[src/rtl/arch_state_dumper_pkg.sv]
// Core-wide widths, dump FSM encodings and the beat record shared by the
// architectural state dumper, its interface and the bench.
`default_nettype none

package arch_state_dumper_pkg;

  localparam int ARCH_REGS = 32;
  localparam int AREG_W    = $clog2(ARCH_REGS);
  localparam int PREG_W    = 7;
  localparam int DATA_W    = 32;

  typedef logic [1:0] dump_state_e;
  localparam dump_state_e IDLE    = 2'd0;
  localparam dump_state_e LOOKUP  = 2'd1;
  localparam dump_state_e CAPTURE = 2'd2;
  localparam dump_state_e SEND    = 2'd3;

  typedef struct packed {
    logic [AREG_W-1:0] areg;
    logic [PREG_W-1:0] preg;
    logic [DATA_W-1:0] data;
    logic              last;
    logic              stale;
  } dump_beat_t;

  // A reversed range collapses to a single beat of the first register.
  function automatic logic [AREG_W-1:0] dump_end(input logic [AREG_W-1:0] first,
                                                 input logic [AREG_W-1:0] last);
    return (first > last) ? first : last;
  endfunction

endpackage

`default_nettype wire

[src/rtl/arch_state_dumper_if.sv]
// Request, rename-map/PRF read and output-beat signals of the state dumper.
// slave = the dumper itself, master = the core/consumer side.
`default_nettype none

interface arch_state_dumper_if;
  import arch_state_dumper_pkg::*;

  logic              req_valid;
  logic              req_ready;
  logic [AREG_W-1:0] req_first;
  logic [AREG_W-1:0] req_last;
  logic [AREG_W-1:0] map_raddr;
  logic [PREG_W-1:0] map_rdata;
  logic              prf_ren;
  logic [PREG_W-1:0] prf_raddr;
  logic [DATA_W-1:0] prf_rdata;
  logic              out_valid;
  logic              out_ready;
  logic [AREG_W-1:0] out_areg;
  logic [PREG_W-1:0] out_preg;
  logic [DATA_W-1:0] out_data;
  logic              out_last;
  logic              out_stale;

  modport slave (
    input  req_valid, req_first, req_last, map_rdata, prf_rdata, out_ready,
    output req_ready, map_raddr, prf_ren, prf_raddr,
    output out_valid, out_areg, out_preg, out_data, out_last, out_stale
  );

  modport master (
    output req_valid, req_first, req_last, map_rdata, prf_rdata, out_ready,
    input  req_ready, map_raddr, prf_ren, prf_raddr,
    input  out_valid, out_areg, out_preg, out_data, out_last, out_stale
  );

endinterface

`default_nettype wire

[src/rtl/arch_state_dumper.sv]
// Walks a range of architectural registers, resolves each through the committed
// rename map and the PRF, and streams one {areg, preg, data} beat per register.
`default_nettype none

module arch_state_dumper
  import arch_state_dumper_pkg::*;
(
  input  wire logic          clk,
  input  wire logic          reset,
  input  wire logic          pipe_idle,
  input  wire logic          dump_abort,
  output      logic          busy,
  arch_state_dumper_if.slave bus
);

  localparam logic [AREG_W-1:0] AREG_ONE = AREG_W'(1);

  dump_state_e       state_q, state_d;
  logic [AREG_W-1:0] cur_q,   cur_d;
  logic [AREG_W-1:0] last_q,  last_d;
  logic [PREG_W-1:0] preg_q,  preg_d;
  logic [DATA_W-1:0] data_q,  data_d;
  logic              stale_q, stale_d;

  logic       accept;
  logic       cur_is_x0;
  logic       final_beat;
  dump_beat_t beat;

  assign busy       = (state_q != IDLE);
  assign accept     = bus.req_valid & bus.req_ready;
  assign cur_is_x0  = (cur_q == '0);
  assign final_beat = (cur_q == last_q);

  always_comb begin
    state_d = state_q;
    cur_d   = cur_q;
    last_d  = last_q;
    preg_d  = preg_q;
    data_d  = data_q;
    stale_d = stale_q;

    case (state_q)
      IDLE: begin
        if (accept) begin
          cur_d   = bus.req_first;
          last_d  = dump_end(bus.req_first, bus.req_last);
          stale_d = 1'b0;
          state_d = LOOKUP;
        end
      end
      LOOKUP: begin
        preg_d  = cur_is_x0 ? '0 : bus.map_rdata;
        state_d = CAPTURE;
      end
      CAPTURE: begin
        data_d  = cur_is_x0 ? '0 : bus.prf_rdata;
        state_d = SEND;
      end
      SEND: begin
        if (bus.out_ready) begin
          if (final_beat) begin
            state_d = IDLE;
          end else begin
            cur_d   = cur_q + AREG_ONE;
            state_d = LOOKUP;
          end
        end
      end
      default: state_d = IDLE;
    endcase

    // A non-idle pipe anywhere in the dump means the snapshot may be torn.
    if (busy && !pipe_idle) stale_d = 1'b1;
    // Abort overrides a same-cycle handshake: that beat is not delivered.
    if (busy && dump_abort) state_d = IDLE;
  end

  always_ff @(posedge clk or negedge reset) begin
    if (!reset) begin
      state_q <= IDLE;
      cur_q   <= '0;
      last_q  <= '0;
      preg_q  <= '0;
      data_q  <= '0;
      stale_q <= 1'b0;
    end else begin
      state_q <= state_d;
      cur_q   <= cur_d;
      last_q  <= last_d;
      preg_q  <= preg_d;
      data_q  <= data_d;
      stale_q <= stale_d;
    end
  end

  assign bus.req_ready = (state_q == IDLE) & pipe_idle;

  // Map and PRF read ports are shared with the core; drive them only in LOOKUP.
  assign bus.map_raddr = (state_q == LOOKUP) ? cur_q : '0;
  assign bus.prf_raddr = (state_q == LOOKUP) ? bus.map_rdata : '0;
  assign bus.prf_ren   = (state_q == LOOKUP) & ~cur_is_x0;

  always_comb begin
    beat       = '0;
    beat.areg  = cur_q;
    beat.preg  = preg_q;
    beat.data  = data_q;
    beat.last  = final_beat;
    beat.stale = stale_q & final_beat;
    if (state_q != SEND) beat = '0;
  end

  assign bus.out_valid = (state_q == SEND);
  assign bus.out_areg  = beat.areg;
  assign bus.out_preg  = beat.preg;
  assign bus.out_data  = beat.data;
  assign bus.out_last  = beat.last;
  assign bus.out_stale = beat.stale;

endmodule

`default_nettype wire
[src/flat_wrapper.sv]
// flat-port wrapper written by rule: the top's interface ports become plain ports
module arch_state_dumper_flat import arch_state_dumper_pkg::*;
  (clk, reset, pipe_idle, dump_abort, busy, bus_req_valid, bus_req_first, bus_req_last, bus_map_rdata, bus_prf_rdata, bus_out_ready, bus_req_ready, bus_map_raddr, bus_prf_ren, bus_prf_raddr, bus_out_valid, bus_out_areg, bus_out_preg, bus_out_data, bus_out_last, bus_out_stale);
  arch_state_dumper_if bus_i ();
  input  wire logic clk;
  input  wire logic reset;
  input  wire logic pipe_idle;
  input  wire logic dump_abort;
  output      logic busy;
  input wire logic [$bits(bus_i.req_valid)-1:0] bus_req_valid;
  input wire logic [$bits(bus_i.req_first)-1:0] bus_req_first;
  input wire logic [$bits(bus_i.req_last)-1:0] bus_req_last;
  input wire logic [$bits(bus_i.map_rdata)-1:0] bus_map_rdata;
  input wire logic [$bits(bus_i.prf_rdata)-1:0] bus_prf_rdata;
  input wire logic [$bits(bus_i.out_ready)-1:0] bus_out_ready;
  output wire logic [$bits(bus_i.req_ready)-1:0] bus_req_ready;
  output wire logic [$bits(bus_i.map_raddr)-1:0] bus_map_raddr;
  output wire logic [$bits(bus_i.prf_ren)-1:0] bus_prf_ren;
  output wire logic [$bits(bus_i.prf_raddr)-1:0] bus_prf_raddr;
  output wire logic [$bits(bus_i.out_valid)-1:0] bus_out_valid;
  output wire logic [$bits(bus_i.out_areg)-1:0] bus_out_areg;
  output wire logic [$bits(bus_i.out_preg)-1:0] bus_out_preg;
  output wire logic [$bits(bus_i.out_data)-1:0] bus_out_data;
  output wire logic [$bits(bus_i.out_last)-1:0] bus_out_last;
  output wire logic [$bits(bus_i.out_stale)-1:0] bus_out_stale;
  assign bus_i.req_valid = bus_req_valid;
  assign bus_i.req_first = bus_req_first;
  assign bus_i.req_last = bus_req_last;
  assign bus_i.map_rdata = bus_map_rdata;
  assign bus_i.prf_rdata = bus_prf_rdata;
  assign bus_i.out_ready = bus_out_ready;
  assign bus_req_ready = bus_i.req_ready;
  assign bus_map_raddr = bus_i.map_raddr;
  assign bus_prf_ren = bus_i.prf_ren;
  assign bus_prf_raddr = bus_i.prf_raddr;
  assign bus_out_valid = bus_i.out_valid;
  assign bus_out_areg = bus_i.out_areg;
  assign bus_out_preg = bus_i.out_preg;
  assign bus_out_data = bus_i.out_data;
  assign bus_out_last = bus_i.out_last;
  assign bus_out_stale = bus_i.out_stale;
  arch_state_dumper u_core (.clk(clk), .reset(reset), .pipe_idle(pipe_idle), .dump_abort(dump_abort), .busy(busy), .bus(bus_i));
endmodule
[config.mk]
export PLATFORM = sky130hd
export DESIGN_NAME = arch_state_dumper_flat
export DESIGN_NICKNAME = d
export VERILOG_FILES = /design/src/rtl/arch_state_dumper_pkg.sv /design/src/rtl/arch_state_dumper_if.sv /design/src/rtl/arch_state_dumper.sv /design/src/flat_wrapper.sv
export SDC_FILE = /design/constraint.sdc
export NUM_CORES = 1
export LEC_CHECK = 0
export BUFFER_PORTS_ARGS = -buffer_cell sky130_fd_sc_hd__buf_4
export CORE_MARGIN = 10
export CORE_UTILIZATION = 45
export CTS_BUF_LIST = sky130_fd_sc_hd__clkbuf_4 sky130_fd_sc_hd__clkbuf_8
export CTS_CLUSTER_DIAMETER = 200
export DETAILED_ROUTE_END_ITERATION = 8
export PLACE_DENSITY = 0.87
export SLEW_MARGIN = 20
export SYNTH_ARGS = -nofsm -noshare
export SYNTH_HDL_FRONTEND = slang
export SYNTH_SLANG_ARGS = --single-unit
export TNS_END_PERCENT = 20
[constraint.sdc]
create_clock -name clk -period 4.7 [get_ports clk]
set_input_delay 0 -clock clk [delete_from_list [all_inputs] [get_ports clk]]
set_output_delay 0 -clock clk [all_outputs]
set_load 0.005 [all_outputs]
# ---- After elaboration in Yosys (flattened, before gate mapping)
# Index checks and enable logic that the tools add are counted.
dict set report classes {
  n_bitwise 5
  n_mux 18
  n_eq_ne 10
  order_cmp 1
  add_sub_neg 1
  n_reduce_logical 13
}
# cell n
set op_table {}
lappend op_table {{two-way mux 46 bit} 1}
lappend op_table {{two-way mux 32 bit} 1}
lappend op_table {{two-way mux 5 bit} 5}
lappend op_table {{two-way mux 7 bit} 2}
lappend op_table {{case mux 5 bit (2 select lines)} 1}
lappend op_table {{case mux 2 bit (4 select lines)} 1}
lappend op_table {{nonzero test 2 bit} 4}
lappend op_table {{two-way mux 2 bit} 3}
lappend op_table {{!= test 2 bit, second input constant} 3}
lappend op_table {{AND reduction 2 bit} 3}
lappend op_table {{adder 5 x 1 -> 5 bit, second input constant} 1}
lappend op_table {{== test 5 bit} 1}
lappend op_table {{> comparator 5 bit} 1}
lappend op_table {{zero test 5 bit} 1}
lappend op_table {{bitwise AND 1 bit} 4}
lappend op_table {{== test 2 bit, second input constant} 2}
lappend op_table {{two-way mux 1 bit} 4}
lappend op_table {{AND reduction 4 bit} 1}
lappend op_table {{!= test 3 x 1 -> 1 bit, second input constant} 1}
lappend op_table {{!= test 3 x 2 -> 1 bit, second input constant} 1}
lappend op_table {{== test 2 x 1 -> 1 bit, second input constant} 1}
lappend op_table {{logical AND 1 bit} 2}
lappend op_table {{zero test 2 bit} 1}
lappend op_table {{!= test 2 x 1 -> 1 bit, second input constant} 1}
lappend op_table {{2 further kinds} 2}
dict set report totals {
  word_cells 54
  output_inout_bits 62
  inputBits 55
  register_bits 52
}

# ---- Depth between registers and ports, before layout
dict set report logic_depth {
  word_depth 6
  ltp_mapped 7
  depth_no_buf 7
}

# ---- Worst setup path after synthesis
# No wires, ideal clock.
dict set report synth_path {
  path_type {flip-flop to flip-flop}
  start {register u_core.state_q[0]}
  end {register u_core.last_q[0]}
  path_buffers 0
  path_slack_ns 3.035
  path_stages_with_launch 6
  required_time_ns 4.577
  t_arrival_ns 1.542
  setup_ns 0.123
  path_cell_list {dfrtp_1 inv_1 ha_1 nand3_1 or2_1 o221a_1}
}
dict set report synth_between {
  elab_chain_len 4
}
# element line
set synth_lines {}
lappend synth_lines {{start, declared} arch_state_dumper.sv:18} ;# dump_state_e state_q, state_d;
lappend synth_lines {{start signal, assigned} arch_state_dumper.sv:88} ;# state_q <= state_d;
lappend synth_lines {{zero test 2 bit (*)} {arch_state_dumper.sv:43, arch_state_dumper.sv:97}}
lappend synth_lines {{bitwise AND 1 bit} arch_state_dumper.sv:97} ;# assign bus.req_ready = (state_q == IDLE) & pipe_idle;
lappend synth_lines {{bitwise AND 1 bit} arch_state_dumper.sv:31} ;# assign accept = bus.req_valid & bus.req_ready;
lappend synth_lines {{AND reduction 2 bit (no line) (*)} --}
lappend synth_lines {{end signal, assigned} arch_state_dumper.sv:90} ;# last_q <= last_d;
lappend synth_lines {{end, declared} arch_state_dumper.sv:20} ;# logic [AREG_W-1:0] last_q, last_d;
# Every way passes the cells marked *; elsewhere a longest branch is shown, timed or not.
# A chain may end at the register's enable or synchronous reset.

# ---- Final worst setup path
dict set report layout_path {
  start {register u_core.state_q[0]}
  end {output port bus_out_preg[0]}
}
dict set report layout_between {
  elab_chain_len 2
}
# element line
set layout_lines {}
lappend layout_lines {{!= test 2 bit} arch_state_dumper.sv:111} ;# if (state_q != SEND) beat = '0;
lappend layout_lines {{two-way mux 46 bit} arch_state_dumper.sv:111}
lappend layout_lines {{end, declared} flat_wrapper.sv:22} ;# output wire logic [$bits(bus_i.out_preg)-1:0] bus_out_preg;
# Every way passes these cells.

==> results.cfg <==
[routing]
antenna_left = 0
post_drt_wl_per_cell_um = 16.82
vias = 3011
routed_wl_mm = 9.757
remaining_drc_errors = 0
vias_per_cell = 5.191
firstDrtPassIters = 4
initialDrtViolationCount = 133

[flow_run]
max_cap_viol_count = 0

[sta]
rsz0062_at_grt = no
drv_slew = 0
hold_viol = 0
relSlewSlack_pct = 43.50
setup-violations-final = 0
max_freq_mhz = 439.8
period_needed_ns = 2.274
setup_tns_ns = 0
fin_crit_sh_pct = 48.37
worstMarginPinSlew_ns = 0.8475
skew_ns = 0.007857

[finish]
area.growth.synth_to_final_pct = 50.68
layout.nets = 568
stdcell_count = 580
seqCellArea_mm2 = 0.001301
final_cell_mix = 118 x buf_4, 58 x inv_1, 54 x nand2_1
drive_gt1_share_pct = 25.90
layout_commonest_cell = buf_4
fin_util_pct = 69.91
multiInputGateArea_mm2 = 0.001379
fill_cells = 444
finalInstanceArea_mm2 = 0.004464

[yosys]
seq_area_frac_synth_pct = 43.92
synth_area_mm2 = 0.002963
synth_ff_type = dfrtp_1
synth_edf_count = 0
ys_ff_latch = 52
synthDistinctLibCells = 33
synth_warnings = 0
postSynthAreaPerCell_um2 = 8.465
async_reset_ff_share_pct = 100.0
synth_nets = 417
synthCells = 350

[floorplan]
die-area_mm2 = 0.01023
die_w_um = 101.1
rows = 29
ios = 117
core_mm2 = 0.006386
initial_core_util_pct = 46.39
die_h_um = 101.1

[worst_hold_path]
worst_hold_path.endpoint = u_core.last_q[0]$_DFFE_PN0P_
min-delay-start = bus_req_first[0]
worstHoldPathCells = 2
hold_class = in -> reg

[power_and_ir_drop]
leakage_nw = 2.272
vdd.ir_drop.worst_v = 0.0002701
power.density_mw_per_mm2 = 518.2

[placement]
gp_congestion = 0.9023
dpl_cell_area_mm2 = 0.003870
port_buffers = 116
dp_cells = 524
dp_hpwl_mm = 6.336

[grt]
antenna_found_initial = 0
grt_pass1_vias = 3031
grt_max_degree = 65
grt_pass1_wl_mm = 15.52
grt_use_total_pct = 18.27
grt_overflow = 0

[setup_path]
r2r_start = u_core.state_q[0]$_DFFE_PN0P_
required_ns = 4.70
start_kind = register
end_kind = primary output
rrSetupSlack_ns = 2.62
r2r_end = u_core.state_q[0]$_DFFE_PN0P_
crit_type = reg -> out
r2r_cells = 6
critPathArrivalTime_ns = 2.27
path_max_fanout = 36

[clocking]
ctsHoldBuffers = 47
cts_setup_buffers = 0
cts-resized-gates = 0
cts_tree = yes
clock_latency_ns = 0.30
cts-root-buf = clkbuf_8
clockBufferDepth = 2
cts_sinks = 52
htreeDepth = 2
clk_pin_slew_worst_paths_ns = 0.09
numCtsBuffers = 5

[status]
outcome = completed
flip-flops by register name, summed over array words and instances, names as in the netlist:
register and cells:
u_core.stale_q 1, u_core.data_q 32, u_core.preg_q 7, u_core.state_q 2, u_core.last_q 5, u_core.cur_q 5
cell families (layout without fill, tap and decap cells):
family | Yosys count | in the layout | share of synthesized area, %
fa+ha+maj | 12 | 12 | 5.067
flops | 52 | 52 | 43.92
buf+inv | 79 | 231 | 10.26
xor+xnor | 5 | 5 | 1.478
other cells | 0 | 1 | 0
compound gates | 74 | 74 | 16.85
simple gates | 128 | 128 | 22.42
critical path: stages, from the launching register on:
cell and delay [ns]:
dfrtp_1 0.45, ha_1 0.75, buf_4 0.42, and2_1 0.22, buf_4 0.13
per-stage QoR:
stage	power, mW	setup WS, ns	hold WS [ns]
2_1_floorplan	1.504	3.035	-0.2956
3_3_place_gp	1.889	2.815	0.06951
3_5_place_dp	1.943	2.681	0.07589
4_1_cts	2.280	2.469	0.003425
5_1_grt	2.490	2.259	0.0009499
6_report	2.313	2.426	0.01654
layout make-up:
| class | count | share of cell area (%) |
|---|---|---|
| Sequential cell | 52 | 29.15 |
| Inverter | 58 | 4.877 |
| Clock inverter | 3 | 0.9529 |
| Timing Repair Buffer | 165 | 30.38 |
| Multi-Input combinational cell | 219 | 30.89 |
| Antenna cell | 1 | 0.05605 |
| Clock buffer | 5 | 1.541 |
| Tap cell | 77 | 2.158 |
cells in the mapped netlist, types with 2 or more instances:
cell,n,area [um^2]
o221a_1,5,56.30
clkbuf_1,12,45.04
a22oi_1,3,22.52
and2_1,51,319.1
o311ai_1,2,17.52
a21oi_1,5,25.02
dfrtp_1,52,1301
buf_1,3,11.26
nand2_1,54,202.7
inv_1,58,217.7
ha_1,12,150.1
nand3_1,5,25.02
o21ai_0,3,15.01
o22ai_1,44,275.3
a21o_1,2,15.01
xnor2_1,4,35.03
buf_2,6,30.03
o21ai_1,4,20.02
nand2b_1,6,37.54
nor2_1,4,15.01
nor2b_1,3,18.77
worst max-delay path by stage:
| stage | startpoint | endpoint | slack (ns) | cells after the start |
|---|---|---|---|---|
| floorplan | u_core.state_q[0]$_DFFE_PN0P_ | u_core.last_q[0]$_DFFE_PN0P_ | 3.04 | 5 |
| global placement | u_core.state_q[0]$_DFFE_PN0P_ | u_core.last_q[4]$_DFFE_PN0P_ | 2.81 | 5 |
| detailed placement | u_core.state_q[0]$_DFFE_PN0P_ | u_core.state_q[0]$_DFFE_PN0P_ | 2.68 | 6 |
| CTS | u_core.state_q[0]$_DFFE_PN0P_ | bus_out_preg[0] | 2.47 | 4 |
| global route | u_core.state_q[0]$_DFFE_PN0P_ | bus_out_preg[2] | 2.26 | 4 |
| finish | u_core.state_q[0]$_DFFE_PN0P_ | bus_out_preg[0] | 2.43 | 4 |
per-layer routing:
metal	part of all wire (%)	track usage, %	routed length, um
met1	39	22.69	3843
met2	51	30.62	4939
met3	9.3	5.786	909
met4	0.66	3.430	64
met5	0	0	0
power breakdown:
part	internal (mW)	switching [mW]	leakage, nW	total [mW]
logic	0.579	0.609	1.59	1.19
registers	0.668	0.156	0.628	0.824
clock network	0.158	0.143	0.0541	0.301
total	1.41	0.908	2.27	2.31
Note: power is estimated with default switching activity, not from simulation.
